[config.mk]
export PLATFORM = sky130hd
export DESIGN_NAME = mat4_vec4_seq
export DESIGN_NICKNAME = d
export VERILOG_FILES = /design/src/rtl/mat4_vec4_seq_pkg.sv /design/src/rtl/mat4_vec4_seq_dot4.sv /design/src/rtl/mat4_vec4_seq.sv
export SDC_FILE = /design/constraint.sdc
export NUM_CORES = 1
export LEC_CHECK = 0
export ABC_AREA = 1
export BUFFER_PORTS_ARGS = -buffer_cell sky130_fd_sc_hd__buf_4
export CORE_MARGIN = 2
export CORE_UTILIZATION = 35
export CTS_CLUSTER_SIZE = 40
export DETAILED_ROUTE_END_ITERATION = 10
export PLACE_DENSITY = 0.59
export REMOVE_ABC_BUFFERS = 1
export SYNTH_ARGS = -nofsm -noshare
export SYNTH_HDL_FRONTEND = slang
export SYNTH_SLANG_ARGS = --single-unit
[constraint.sdc]
create_clock -name clk -period 8.9 [get_ports clk]
set_input_delay 0.445 -clock clk [delete_from_list [all_inputs] [get_ports clk]]
set_output_delay 0.445 -clock clk [all_outputs]
set_load 0.05 [all_outputs]
[src/rtl/mat4_vec4_seq_pkg.sv]
// Shared types and helpers for the 4x4 matrix times 4-vector sequencer (Q8.8 signed).
package mat4_vec4_seq_pkg;

  localparam int unsigned Q_W   = 16;
  localparam int unsigned VEC_N = 4;
  localparam int unsigned ROW_W = 2;

  localparam logic [Q_W-1:0] FIX_ONE = 16'h0100;

  // m[r][c] lands at bits (r*4+c)*16, matching the flat row-major bus
  typedef logic [VEC_N-1:0][Q_W-1:0]            vec4_t;
  typedef logic [VEC_N-1:0][VEC_N-1:0][Q_W-1:0] mat4_t;

  typedef enum logic [1:0] {
    ST_IDLE  = 2'd0,
    ST_ISSUE = 2'd1,
    ST_WAIT  = 2'd2,
    ST_FIN   = 2'd3
  } state_t;

  // Q8.8 x Q8.8 product, keeping bits [23:8] of the full signed result
  function automatic logic [Q_W-1:0] q88_mul(input logic signed [Q_W-1:0] a,
                                             input logic signed [Q_W-1:0] b);
    logic signed [2*Q_W-1:0] ae;
    logic signed [2*Q_W-1:0] be;
    logic signed [2*Q_W-1:0] p;
    ae = (2*Q_W)'(a);
    be = (2*Q_W)'(b);
    p  = ae * be;
    return p[Q_W+7:8];
  endfunction

endpackage

[src/rtl/mat4_vec4_seq_dot4.sv]
// Shared dot4 engine: accumulates one Q8.8 term per cycle, pulses done with the wrapped sum.
module mat4_vec4_seq_dot4
  import mat4_vec4_seq_pkg::*;
(
  input  logic           clk,
  input  logic           rst,
  input  logic           start,
  input  vec4_t          a,
  input  vec4_t          b,
  output logic           done,
  output logic [Q_W-1:0] result
);

  logic [ROW_W-1:0] idx;
  logic             run;
  logic [Q_W-1:0]   acc;
  logic [Q_W-1:0]   term_c;

  assign term_c = q88_mul(a[idx], b[idx]);

  // Operands are held stable by the caller for the whole run
  always_ff @(posedge clk or posedge rst) begin
    if (rst) begin
      idx    <= '0;
      run    <= 1'b0;
      acc    <= '0;
      done   <= 1'b0;
      result <= '0;
    end else begin
      done <= 1'b0;
      if (start) begin
        run <= 1'b1;
        idx <= '0;
        acc <= '0;
      end else if (run) begin
        acc <= acc + term_c;
        idx <= idx + 1'b1;
        if (idx == ROW_W'(VEC_N - 1)) begin
          run    <= 1'b0;
          done   <= 1'b1;
          result <= acc + term_c;
        end
      end
    end
  end

endmodule

[src/rtl/mat4_vec4_seq.sv]
// Vertex transform sequencer: out = M * v, one dot4 per row on a single shared engine.
module mat4_vec4_seq
  import mat4_vec4_seq_pkg::*;
#(
  parameter int unsigned    N_ROWS = 4,
  parameter logic [15:0]    W_FILL = 16'h0100
) (
  input  logic         clk,
  input  logic         rst_n,
  input  logic         start,
  input  logic [255:0] m_flat,
  input  logic [63:0]  v_flat,
  output logic         busy,
  output logic         done,
  output logic [15:0]  out_x,
  output logic [15:0]  out_y,
  output logic [15:0]  out_z,
  output logic [15:0]  out_w
);

  localparam logic [ROW_W-1:0] LAST_ROW = ROW_W'(N_ROWS - 1);

  state_t           state;
  logic [ROW_W-1:0] row;
  mat4_t            m_lat;
  vec4_t            v_lat;
  vec4_t            out_r;
  vec4_t            row_a_c;
  logic             dot_start_c;
  logic             dot_done;
  logic [Q_W-1:0]   dot_result;

  // Operands come only from the latched copies, so they stay put through the dot4 run
  assign row_a_c     = m_lat[row];
  assign dot_start_c = (state == ST_ISSUE);

  mat4_vec4_seq_dot4 u_dot4 (
    .clk    (clk),
    .rst    (~rst_n),
    .start  (dot_start_c),
    .a      (row_a_c),
    .b      (v_lat),
    .done   (dot_done),
    .result (dot_result)
  );

  always_ff @(posedge clk or negedge rst_n) begin
    if (!rst_n) begin
      state <= ST_IDLE;
      row   <= '0;
      m_lat <= '0;
      v_lat <= '0;
      out_r <= '0;
      busy  <= 1'b0;
      done  <= 1'b0;
    end else begin
      case (state)
        ST_IDLE: begin
          done <= 1'b0;
          busy <= 1'b0;
          if (start) begin
            m_lat <= m_flat;
            v_lat <= v_flat;
            row   <= '0;
            busy  <= 1'b1;
            state <= ST_ISSUE;
          end
        end
        ST_ISSUE: state <= ST_WAIT;
        ST_WAIT: begin
          if (dot_done) begin
            out_r[row] <= dot_result;
            if (row == LAST_ROW) begin
              // xyz-only builds report a constant homogeneous w
              if (N_ROWS == 3) out_r[3] <= W_FILL;
              state <= ST_FIN;
            end else begin
              row   <= row + 1'b1;
              state <= ST_ISSUE;
            end
          end
        end
        ST_FIN: begin
          done  <= 1'b1;
          state <= ST_IDLE;
        end
        default: state <= ST_IDLE;
      endcase
    end
  end

  assign out_x = out_r[0];
  assign out_y = out_r[1];
  assign out_z = out_r[2];
  assign out_w = out_r[3];

endmodule

### After elaboration in Yosys (flattened, before gate mapping)

Index checks and enable logic that the tools add are counted.

* register bits after elaboration: 426
* output and inout bits: 66

* add/sub/neg operators: 3
* multiply operators: 1
* magnitude comparators: 3
* equality and inequality tests: 8
* mux-type cells: 29
* bitwise logic cells: 1
* reductions and logical operators: 10

Operator list (number)
* $bmux W64 S2: 1
* $mux W16: 5
* $bmux W16 S2: 2
* $bwmux W64: 1
* $mux W64: 1
* $demux W16 S2: 1
* $mul A16 B16 Y24: 1
* $add A16 B16 Y16: 1
* $mux W2: 8
* $eq A2 B2 Y1 const B: 4
* $pmux W2 S4: 1
* $mux W1: 7
* $lt A2 B3 Y1 const B: 2
* $reduce_and A2 Y1: 3
* $reduce_bool A2 Y1: 3
* $add A2 B1 Y2 const B: 2
* $ne A2 B2 Y1 const B: 2
* $pmux W2 S2: 1
* $reduce_and A4 Y1: 1
* $reduce_and A3 Y1: 1
* $eq A2 B1 Y1 const B: 1
* $ge A2 B1 Y1 const B: 1
* $logic_not A2 Y1: 1
* $ne A2 B1 Y1 const B: 1
* 3 further kinds: 3

### Longest topological paths before layout

Gate-level depths: netlist (run 1).

* word-level depth: 8
* depth in mapped cells: 47
* gate-level depth less buffers: 44

### Hierarchy

Synthesis (run 1) repeated with hierarchy kept, for this count alone.

* cell total of the unflattened synthesis: 3545
* area total of the unflattened synthesis: 28129.5 sq um

Modules (own cells, without submodules)
* mat4_vec4_seq: times used 1, cells an instance 2024, area an instance 17217.8 sq um, seq. area each 9759.4 sq um
* mat4_vec4_seq_dot4: times used 1, cells an instance 1521, area an instance 10911.7 sq um, seq. area each 900.9 sq um

### Worst setup path after synthesis (run 1)

OpenSTA, ideal clock, no wires.

* path type: reg-to-reg
* start point: register u_dot4.idx[0]
* end point: register u_dot4.acc[15]
* arrival: 7740 ps
* setup slack: 1043 ps
* cell stages (with the launch flop): 40
* period minus slack after synthesis: 7857 ps
* path through: dfrtp_1 -> buf_4 -> buf_6 -> buf_2 -> or2_2 -> a32oi_1 -> clkinv_1 -> nand2_1 -> fa_1 -> fa_1 -> fa_1 -> fa_1 -> inv_1 -> fa_1 -> inv_1 -> fa_1 -> inv_1 -> ha_1 -> (+4 left out) -> nand2_1 -> nand2_1 -> xor2_1 -> ha_1 -> nand2_1 -> nor3_1 -> nand2_1 -> o211ai_1 -> a21o_1 -> a21oi_1 -> o21ai_0 -> nand3_1 -> nand2_1 -> nand2_1 -> nand2_1 -> nand3_1 -> nand3_1 -> nand2_1

* cells in the longest elaborated chain, start to end: 6
* elaborated cells on any way between the ends: 8

Ends and longest elaborated chain
* from (decl): line mat4_vec4_seq_dot4.sv:14 `logic [ROW_W-1:0] idx;`
* from (signal assigned): line mat4_vec4_seq_dot4.sv:37 `idx <= idx + 1'b1;`
* $bmux W16 S2: line mat4_vec4_seq_dot4.sv:19 `assign term_c = q88_mul(a[idx], b[idx]);`
* $mux W16 (implied by the code): line mat4_vec4_seq_dot4.sv:19
* $mul A16 B16 Y24 (*): line mat4_vec4_seq_pkg.sv:29 `p = ae * be;`
* $add A16 B16 Y16 (*): line mat4_vec4_seq_dot4.sv:36 `acc <= acc + term_c;`
* $mux W16 (*): line mat4_vec4_seq_dot4.sv:35 `end else if (run) begin`
* $mux W16 (*): line mat4_vec4_seq_dot4.sv:31 `if (start) begin`
* to (signal assigned): line mat4_vec4_seq_dot4.sv:36
* to (decl): line mat4_vec4_seq_dot4.sv:16 `logic [Q_W-1:0] acc;`

Mark *: on every way between the ends. The rest lies on a longest branch, timed or not. The select of a mux whose other input is x is not followed.
A chain may end at the register's enable or synchronous reset.

### Final worst setup path (run 1)

* start point: register u_dot4.idx[0]
* end point: register u_dot4.result[15]

* cells in the longest elaborated chain, start to end: 4
* elaborated cells on any way between the ends: 8

Ends and longest elaborated chain
* $bmux W16 S2: line mat4_vec4_seq_dot4.sv:19
* $mux W16 (implied by the code): line mat4_vec4_seq_dot4.sv:19
* $mul A16 B16 Y24: line mat4_vec4_seq_pkg.sv:29
* $add A16 B16 Y16: line mat4_vec4_seq_dot4.sv:41 `result <= acc + term_c;`
* to (signal assigned): line mat4_vec4_seq_dot4.sv:41
* to (decl): line mat4_vec4_seq_dot4.sv:11 `output logic [Q_W-1:0] result`

Several ways; a longest one is shown, not always the timed one. The select of a mux whose other input is x is not followed.

==> results of run 1 <==
## worst min path at each step
stage	startpoint	end	cells past startpoint	slack, ps
final	m_flat[27]	m_lat[27]	2	80
after floorplan	rst_n	busy	0	150
after global routing	m_flat[34]	m_lat[34]	2	60
after detailed placement	rst_n	m_lat[169]	1	420
after CTS	m_flat[27]	m_lat[27]	2	50
after global placement	rst_n	m_lat[169]	1	420
## what timing repair did
action / in CTS / in global routing
gates resized for setup: 0 / 23
hold buffers: 1 / 0
buffers inserted: 0 / 2
endpoints found under the setup margin: 0 / 7
hold endpoints to repair: 59 / 0
## sequential cells by signal, summed over array words and instances, names as in the netlist, 2 cells and up
| name | cells |
|---|---|
| m_lat | 256 |
| u_dot4.idx | 2 |
| state | 2 |
| u_dot4.acc | 16 |
| out_y | 16 |
| out_z | 16 |
| out_x | 16 |
| u_dot4.result | 16 |
| out_w | 16 |
| v_lat | 64 |
| row | 2 |
## metrics by stage
step | hold slack, ps | TNS, ps
4_1_cts | 46.95 | 0
2_1_floorplan | 149.4 | -219590
6_report | 77.00 | 0
3_3_place_gp | 424.4 | 0
5_1_grt | 56.11 | 0
3_5_place_dp | 418.6 | 0
## cell families after synthesis
kind of cell / Yosys count / synth area share, %
AND/OR/NAND/NOR: 929 / 13.71
AO/OA/AOI/OAI: 454 / 9.270
XOR/XNOR: 35 / 1.136
buffers and inverters: 583 / 8.603
adder cells (fa/ha/maj): 283 / 18.32
flip-flops: 426 / 39.49
multiplexers: 227 / 9.469
## final cells by class
| cell class | instances | area [sq um] |
|---|---|---|
| antenna | 11 | 27.53 |
| clock buffer | 77 | 1533 |
| clock inverter | 15 | 216.5 |
| fill | 7545 | 43230 |
| inverter | 445 | 1693 |
| multi-input combinational | 1928 | 14060 |
| sequential | 426 | 10670 |
| tap | 1030 | 1289 |
| timing repair buffer | 441 | 3483 |
## cells in the mapped netlist
master / instances
sky130_fd_sc_hd__fa_1: 187
sky130_fd_sc_hd__a32o_1: 2
sky130_fd_sc_hd__a21oi_2: 2
sky130_fd_sc_hd__nand2_2: 6
sky130_fd_sc_hd__or2_2: 13
sky130_fd_sc_hd__o21bai_1: 2
sky130_fd_sc_hd__buf_4: 11
sky130_fd_sc_hd__xor2_1: 22
sky130_fd_sc_hd__a21boi_0: 2
sky130_fd_sc_hd__a21oi_1: 156
sky130_fd_sc_hd__buf_6: 8
sky130_fd_sc_hd__a32oi_1: 7
sky130_fd_sc_hd__dfrtp_1: 426
sky130_fd_sc_hd__nor3_1: 4
sky130_fd_sc_hd__or2_1: 1
sky130_fd_sc_hd__a21o_1: 3
sky130_fd_sc_hd__a31oi_1: 1
sky130_fd_sc_hd__nand4_1: 5
sky130_fd_sc_hd__nor2_1: 327
sky130_fd_sc_hd__buf_2: 26
sky130_fd_sc_hd__ha_1: 96
sky130_fd_sc_hd__xnor2_1: 13
sky130_fd_sc_hd__inv_1: 433
sky130_fd_sc_hd__buf_1: 9
sky130_fd_sc_hd__o21a_1: 1
sky130_fd_sc_hd__o22ai_1: 10
sky130_fd_sc_hd__nand3b_1: 2
sky130_fd_sc_hd__inv_2: 9
sky130_fd_sc_hd__clkbuf_1: 84
sky130_fd_sc_hd__nand3_1: 108
sky130_fd_sc_hd__nor4_1: 2
sky130_fd_sc_hd__a32oi_2: 1
sky130_fd_sc_hd__clkinv_1: 3
sky130_fd_sc_hd__nand2_1: 461
sky130_fd_sc_hd__a31o_2: 1
sky130_fd_sc_hd__o31ai_1: 1
sky130_fd_sc_hd__mux2_2: 227
sky130_fd_sc_hd__o211ai_1: 30
sky130_fd_sc_hd__o21ai_0: 197
sky130_fd_sc_hd__o221ai_1: 16
sky130_fd_sc_hd__o21ai_1: 22
## layer usage
layer,vias to the layer above,track usage [%],routed length [um]
met3,131,4.135,5232
met5,-,0,16
met4,2,6.833,2327
li1,10070,-,-
met1,10330,26.29,34370
met2,616,32.92,37200
==> impl_summary.log, run 1 <==
INFO  metric final_design_area_no_fill = 32970 sq um
INFO  metric dr.pass1.iters = 5
INFO  metric yosys_warnings = 0
INFO  metric final.min_clock_period = slightly above 8000 ps
INFO  metric critical_path.startpoint = u_dot4.idx[0]
INFO  metric critPathKind = reg2reg
INFO  metric cts_max_level = 2
INFO  metric post_synth_num_cell_types = 41
INFO  metric final_design_utilization = 43.27%
INFO  metric detailed_place_hpwl = just under 60000 um
INFO  metric design.portCount = 389
INFO  metric critical_path.startpoint_type = flip-flop
INFO  metric finalCritPeriodShare = about 93%
INFO  metric instances_no_fill = ~4400
INFO  metric drv.max_cap_violation_count = 0
INFO  metric status = finished clean
INFO  metric clock_tree.buffer_depth = 3
INFO  metric finalWorstSetupSlack = 633.9 ps
INFO  metric first_iter_violations = 1488
INFO  metric unrepaired_setup_endpoints_after_global_routing = no
INFO  metric core_region_area = approximately 76000 sq um
INFO  metric drive_above_1_share = between 20 and 25%
INFO  metric global_route.usage.total = 20.03%
INFO  metric via_count = 21150
INFO  metric post_drt_wl_per_cell = 18.10 um
INFO  metric path_common_cell = sky130_fd_sc_hd__nand2_1
INFO  metric routabilityCongestion = 0.9289
INFO  metric synth_seq_cells = around 430
INFO  metric synth.top_cell.area_share = between 30% and 40%
INFO  metric worstReg2RegStart = u_dot4.idx[0]
INFO  metric max_freq = 121.0 MHz
INFO  metric slew_headroom = 25.94%
INFO  metric cp.arrival = roughly 8700 ps
INFO  metric worst_clock_skew = 22.86 ps
INFO  metric critical_path.slowest_cell = sky130_fd_sc_hd__fa_1
INFO  metric setup-violations-final = 0
INFO  metric critPathBufInv = 5
INFO  metric area_growth = 22.15%
INFO  metric final_cell_mix = 454 x sky130_fd_sc_hd__nand2_1, 429 x sky130_fd_sc_hd__inv_1, 428 x sky130_fd_sc_hd__buf_4
INFO  metric die_height = 281.7 um
INFO  metric cp_num_cells = 37
INFO  metric synthTopCellsByArea = sky130_fd_sc_hd__dfrtp_1 39%, sky130_fd_sc_hd__fa_1 14%, sky130_fd_sc_hd__mux2_2 9.5%
INFO  metric hold_violations = 0
INFO  metric worst_skew_pair.late_latency = 600 ps
INFO  metric instance_area_after_placement = 31040 sq um
INFO  metric syn-mean-instance-area = 9.191 sq um
INFO  metric most_frequent_standard_cell_in_the_layout_excluding_fill_and_tap_cells = sky130_fd_sc_hd__nand2_1
INFO  metric clock_sink_count = 426
INFO  metric tritoncts.num_buffers = 49
INFO  metric critical_path_capture_point_type = flip-flop
INFO  metric post_synth_instance_area = 26990 sq um
INFO  metric dp_cells = ~4300
INFO  metric worstMarginPinSlew = 1108 ps
INFO  metric number_of_nets_with_antenna_violations_after_routing = 0
INFO  metric grt_pass1_vias = ~22000
INFO  metric tritoncts = built
INFO  metric synth_largest_area_cell = sky130_fd_sc_hd__dfrtp_1
INFO  metric worst-endpoint-required = 9370 ps
INFO  metric totalWireLength = 79140 um
INFO  metric critical_path_peak_fanout = 14
INFO  metric syn_inst = 2937
INFO  metric grt_first_pass_wirelength = 123500 um
INFO  metric pre_cts_slack = 473.6 ps
INFO  metric r2r_end = u_dot4.result[15]
INFO  metric r2r_setup_slack = 630 ps
INFO  metric number_of_pins_exceeding_their_max_slew_limit_in_the_final_report = 0
INFO  metric max_stage_delay = 580 ps
INFO  metric cts.clk_slew.worst_paths = 60 ps
INFO  metric io_buffer_count = 388
INFO  metric clock_tree.root_cell = sky130_fd_sc_hd__clkbuf_16
INFO  metric drc_errors = 0
INFO  metric r2r.worst_path.cells = 37
INFO  metric seq_area_frac_synth = 39.49%
INFO  metric overflow = 0
INFO  metric dieArea = 79370 sq um
INFO  metric antenna_violations_before_repair = 11
INFO  metric num-nets-final = 3897
INFO  metric initial_core_util = 35.43%
INFO  metric crit_path_end = u_dot4.result[15]
INFO  metric row_cnt = 101
INFO  metric critPathTopFamily = adder cells
INFO  metric die_w = 281.7 um
INFO  metric route.detailed.vias_per_inst = 4.837
INFO  metric pin_count_of_the_biggest_net_entering_global_routing = 181
INFO  metric hold_path.class = in2reg
Power of run 1 is not shown: default switching activity piles up to over one toggle a cycle in this logic, so the estimate is an artifact.
==> run 2: changes to the inputs <==
--- a/config.mk
+++ b/config.mk
@@ -5,7 +5,6 @@
 export SDC_FILE = /design/constraint.sdc
 export NUM_CORES = 1
 export LEC_CHECK = 0
-export ABC_AREA = 1
 export BUFFER_PORTS_ARGS = -buffer_cell sky130_fd_sc_hd__buf_4
 export CORE_MARGIN = 2
 export CORE_UTILIZATION = 35
==> run 2 against run 1 <==
First-iteration DRC count is 44% lower. Utilization rose by 1.0 points. Synthesized area decreased by 3.3%. Synthesized cell count is 30% lower. Critical endpoint unchanged.
==> impl_summary.log, run 2 <==
INFO  metric status = finished clean
INFO  metric hold_path.class = in2reg
INFO  metric r2r_setup_slack = 270 ps
INFO  metric number_of_nets_with_antenna_violations_after_routing = 0
INFO  metric critical_path_capture_point_type = flip-flop
INFO  metric synthTopCellsByArea = sky130_fd_sc_hd__dfrtp_1 41%, sky130_fd_sc_hd__mux2_2 17%, sky130_fd_sc_hd__fa_1 14%
INFO  metric clock_tree.root_cell = sky130_fd_sc_hd__clkbuf_16
INFO  metric final_cell_mix = 473 x sky130_fd_sc_hd__buf_4, 422 x sky130_fd_sc_hd__dfrtp_1, 398 x sky130_fd_sc_hd__mux2_2
INFO  metric totalWireLength = 70030 um
INFO  metric via_count = ~17000
INFO  metric drive_above_1_share = between 40 and 50%
INFO  metric min_from = m_flat[144]
INFO  metric cts.clk_slew.worst_paths = 70 ps
INFO  metric max_stage_delay = 540 ps
INFO  metric critical_path.startpoint_type = flip-flop
INFO  metric r2r.worst_path.cells = 36
INFO  metric final.min_clock_period = 8634 ps
INFO  metric grt_pass1_vias = 18900
INFO  metric first_iter_violations = between 800 and 900
INFO  metric yosys_warnings = 0
INFO  metric routabilityCongestion = 0.8972
INFO  metric cts_max_level = 2
INFO  metric hold_end = m_lat[144]
INFO  metric worst_clock_skew = 33.12 ps
INFO  metric r2r_end = u_dot4.result[15]
INFO  metric synth.most_common_cell = sky130_fd_sc_hd__dfrtp_1
INFO  metric critical_path_peak_fanout = 5
INFO  metric grt_first_pass_wirelength = 109200 um
INFO  metric worst_skew_pair.late_latency = 590 ps
INFO  metric synth.cells.most_frequent = 426 x sky130_fd_sc_hd__dfrtp_1, 399 x sky130_fd_sc_hd__mux2_2, 262 x sky130_fd_sc_hd__inv_1, 187 x sky130_fd_sc_hd__fa_1, 140 x sky130_fd_sc_hd__nand2_1
INFO  metric die_w = 277.2 um
INFO  metric asyncSetResetFlopFracSynth = 100.0%
INFO  metric most_frequent_standard_cell_in_the_layout_excluding_fill_and_tap_cells = sky130_fd_sc_hd__buf_4
INFO  metric multi_input_comb_area = 14210 sq um
INFO  metric tritoncts = built
INFO  metric tritoncts.num_buffers = 48
INFO  metric clock_tree.buffer_depth = 3
INFO  metric num-nets-final = 3119
INFO  metric initial_core_util = 35.20%
INFO  metric critPathKind = reg2reg
INFO  metric postSynth.topFlopCell = sky130_fd_sc_hd__dfrtp_1
INFO  metric yosys.area_share.simple = under 10%
INFO  metric worst_hold_stages = 2
INFO  metric drv.max_cap_violation_count = 0
INFO  metric worstMarginPinSlew = 1199 ps
INFO  metric hold_violations = 0
INFO  metric largestRegisters = m_lat x256, v_lat x64
INFO  metric row_cnt = 100
INFO  metric finalWorstSetupSlack = 265.7 ps
INFO  metric drc_errors = 0
INFO  metric route.detailed.vias_per_inst = 4.844
INFO  metric dp_cells = 3413
INFO  metric dr.pass1.iters = 4
INFO  metric pre_cts_slack = -69.37 ps
INFO  metric dieArea = 76820 sq um
INFO  metric synth.top_cell.area_share = 40.82%
INFO  metric post_synthesis_compound_gate_area_fraction = under 10%
INFO  metric post_drt_wl_per_cell = 19.88 um
INFO  metric seq_area_frac_synth = between 40% and 50%
INFO  metric synth_top_family_by_area = multiplexers
INFO  metric core_region_area = approximately 74000 sq um
INFO  metric synth.area.mux_share = between 20% and 30%
INFO  metric die_height = 277.2 um
INFO  metric post_synth_num_cell_types = 53
INFO  metric worst-endpoint-required = 9420 ps
INFO  metric synth_seq_cells = between 400 and 500
INFO  metric syn-mean-instance-area = 12.74 sq um
INFO  metric fillers = 6813
INFO  metric area_growth = 25.82%
INFO  metric top_register = m_lat
INFO  metric cp.arrival = 9150 ps
INFO  metric setup_tns = 0 ps
INFO  metric io_buffer_count = 388
INFO  metric instances_no_fill = between 3000 and 4000
INFO  metric unrepaired_setup_endpoints_after_global_routing = yes
INFO  metric largest_register_ffs = 256
INFO  metric final-seq-area = 10670 sq um
INFO  metric finalCritPeriodShare = 97.02%
INFO  metric syn_inst = 2050
INFO  metric pin_count_of_the_biggest_net_entering_global_routing = 194
INFO  metric post_synth_instance_area = ~26000 sq um
INFO  metric antenna_violations_before_repair = 6
INFO  metric synth_fa_ha_area_share = 18.93%
INFO  metric detailed_place_hpwl = ~54000 um
INFO  metric yosys.area_share.xor_xnor = 1.840%
INFO  metric number_of_pins_exceeding_their_max_slew_limit_in_the_final_report = 0
INFO  metric synth-edff-count = 0
INFO  metric slew_headroom = between 20% and 30%
INFO  metric clock_sink_count = 426
INFO  metric synth_largest_area_cell = sky130_fd_sc_hd__dfrtp_1
INFO  metric setup-violations-final = 0
INFO  metric critical_path.slowest_cell = sky130_fd_sc_hd__dfrtp_4
INFO  metric max_freq = 115.8 MHz
INFO  metric overflow = 0
INFO  metric global_route.usage.total = 18.18%
INFO  metric worstReg2RegStart = row[0]
INFO  metric design.portCount = 389
==> run 2: cell count changes after synthesis, sizes merged, moves of 28 or more <==
| cell | previous run | this run |
|---|---|---|
| nand2 | 467 | 141 |
| o21ai | 219 | 13 |
| nor2 | 327 | 123 |
| mux2 | 227 | 401 |
| inv | 442 | 279 |
| a21oi | 158 | 20 |
| nand3 | 108 | 13 |
| mux4 | 0 | 85 |
| mux2i | 0 | 30 |
| xnor2 | 13 | 42 |
| o211ai | 30 | 2 |
==> run 2: worst max-delay path by stage <==
stage          cells after the start                end  slack [ps]   start
3_3_place_gp                      34     u_dot4.acc[14]          60  row[0]
2_1_floorplan                     33     u_dot4.acc[15]       -1940  row[0]
6_report                          36  u_dot4.result[15]         270  row[0]
3_5_place_dp                      34     u_dot4.acc[15]         -70  row[0]
4_1_cts                           34     u_dot4.acc[15]          30  row[0]
5_1_grt                           39     u_dot4.acc[15]        -100  row[0]
==> run 2: cells by family after synthesis <==
group | Yosys count
compound gates | 68
xor+xnor | 54
fa+ha+maj | 283
buf+inv | 371
flops | 426
mux | 516
simple gates | 332
==> run 2: critical path: cells and delay by family (launching register included) <==
family	cells	cell delay, ps
AND/OR/NAND/NOR	6	1030
buffers and inverters	8	750
XOR/XNOR	2	350
adder cells (fa/ha/maj)	8	3430
multiplexers	2	1030
flip-flops	1	540
AO/OA/AOI/OAI	10	1420
==> run 2: timing repair <==
item | CTS | global route
endpoints found under the hold margin | 112 | 0
pin swaps | 0 | 29
hold buffers | 1 | 0
cloned | 0 | 2
setup buffers | 0 | 16
gates resized for setup | 1 | 68
endpoints found under the setup margin | 2 | 11
==> run 2: stage by stage <==
stage	hold slack, ps	util [%]	area [sq um]
floorplan	149.4	-	25730
global placement	482.7	41.41	30720
detailed placement	487.1	41.41	30720
CTS	34.15	43.65	32380
global route	53.29	44.29	32860
finish	77.03	44.29	32860
==> run 2: area by class of cell <==
type                       instances  area share, %
multi-input combinational       1253          43.24
sequential                       426          32.47
timing repair buffer             503          12.36
clock buffer                      68          4.345
tap                              969          3.690
inverter                         281          3.229
clock inverter                    21         0.6625
antenna                            1       0.007615
==> run 2: metal layers <==
layer	vias to the layer above	part of all wire (%)	global-route usage, %
li1	7724	-	-
met1	8845	40	22.11
met2	364	52	32.15
met3	118	5.4	4.083
met4	8	2.8	5.393
met5	-	0.089	0
Power of run 2 is left out for the same reason.
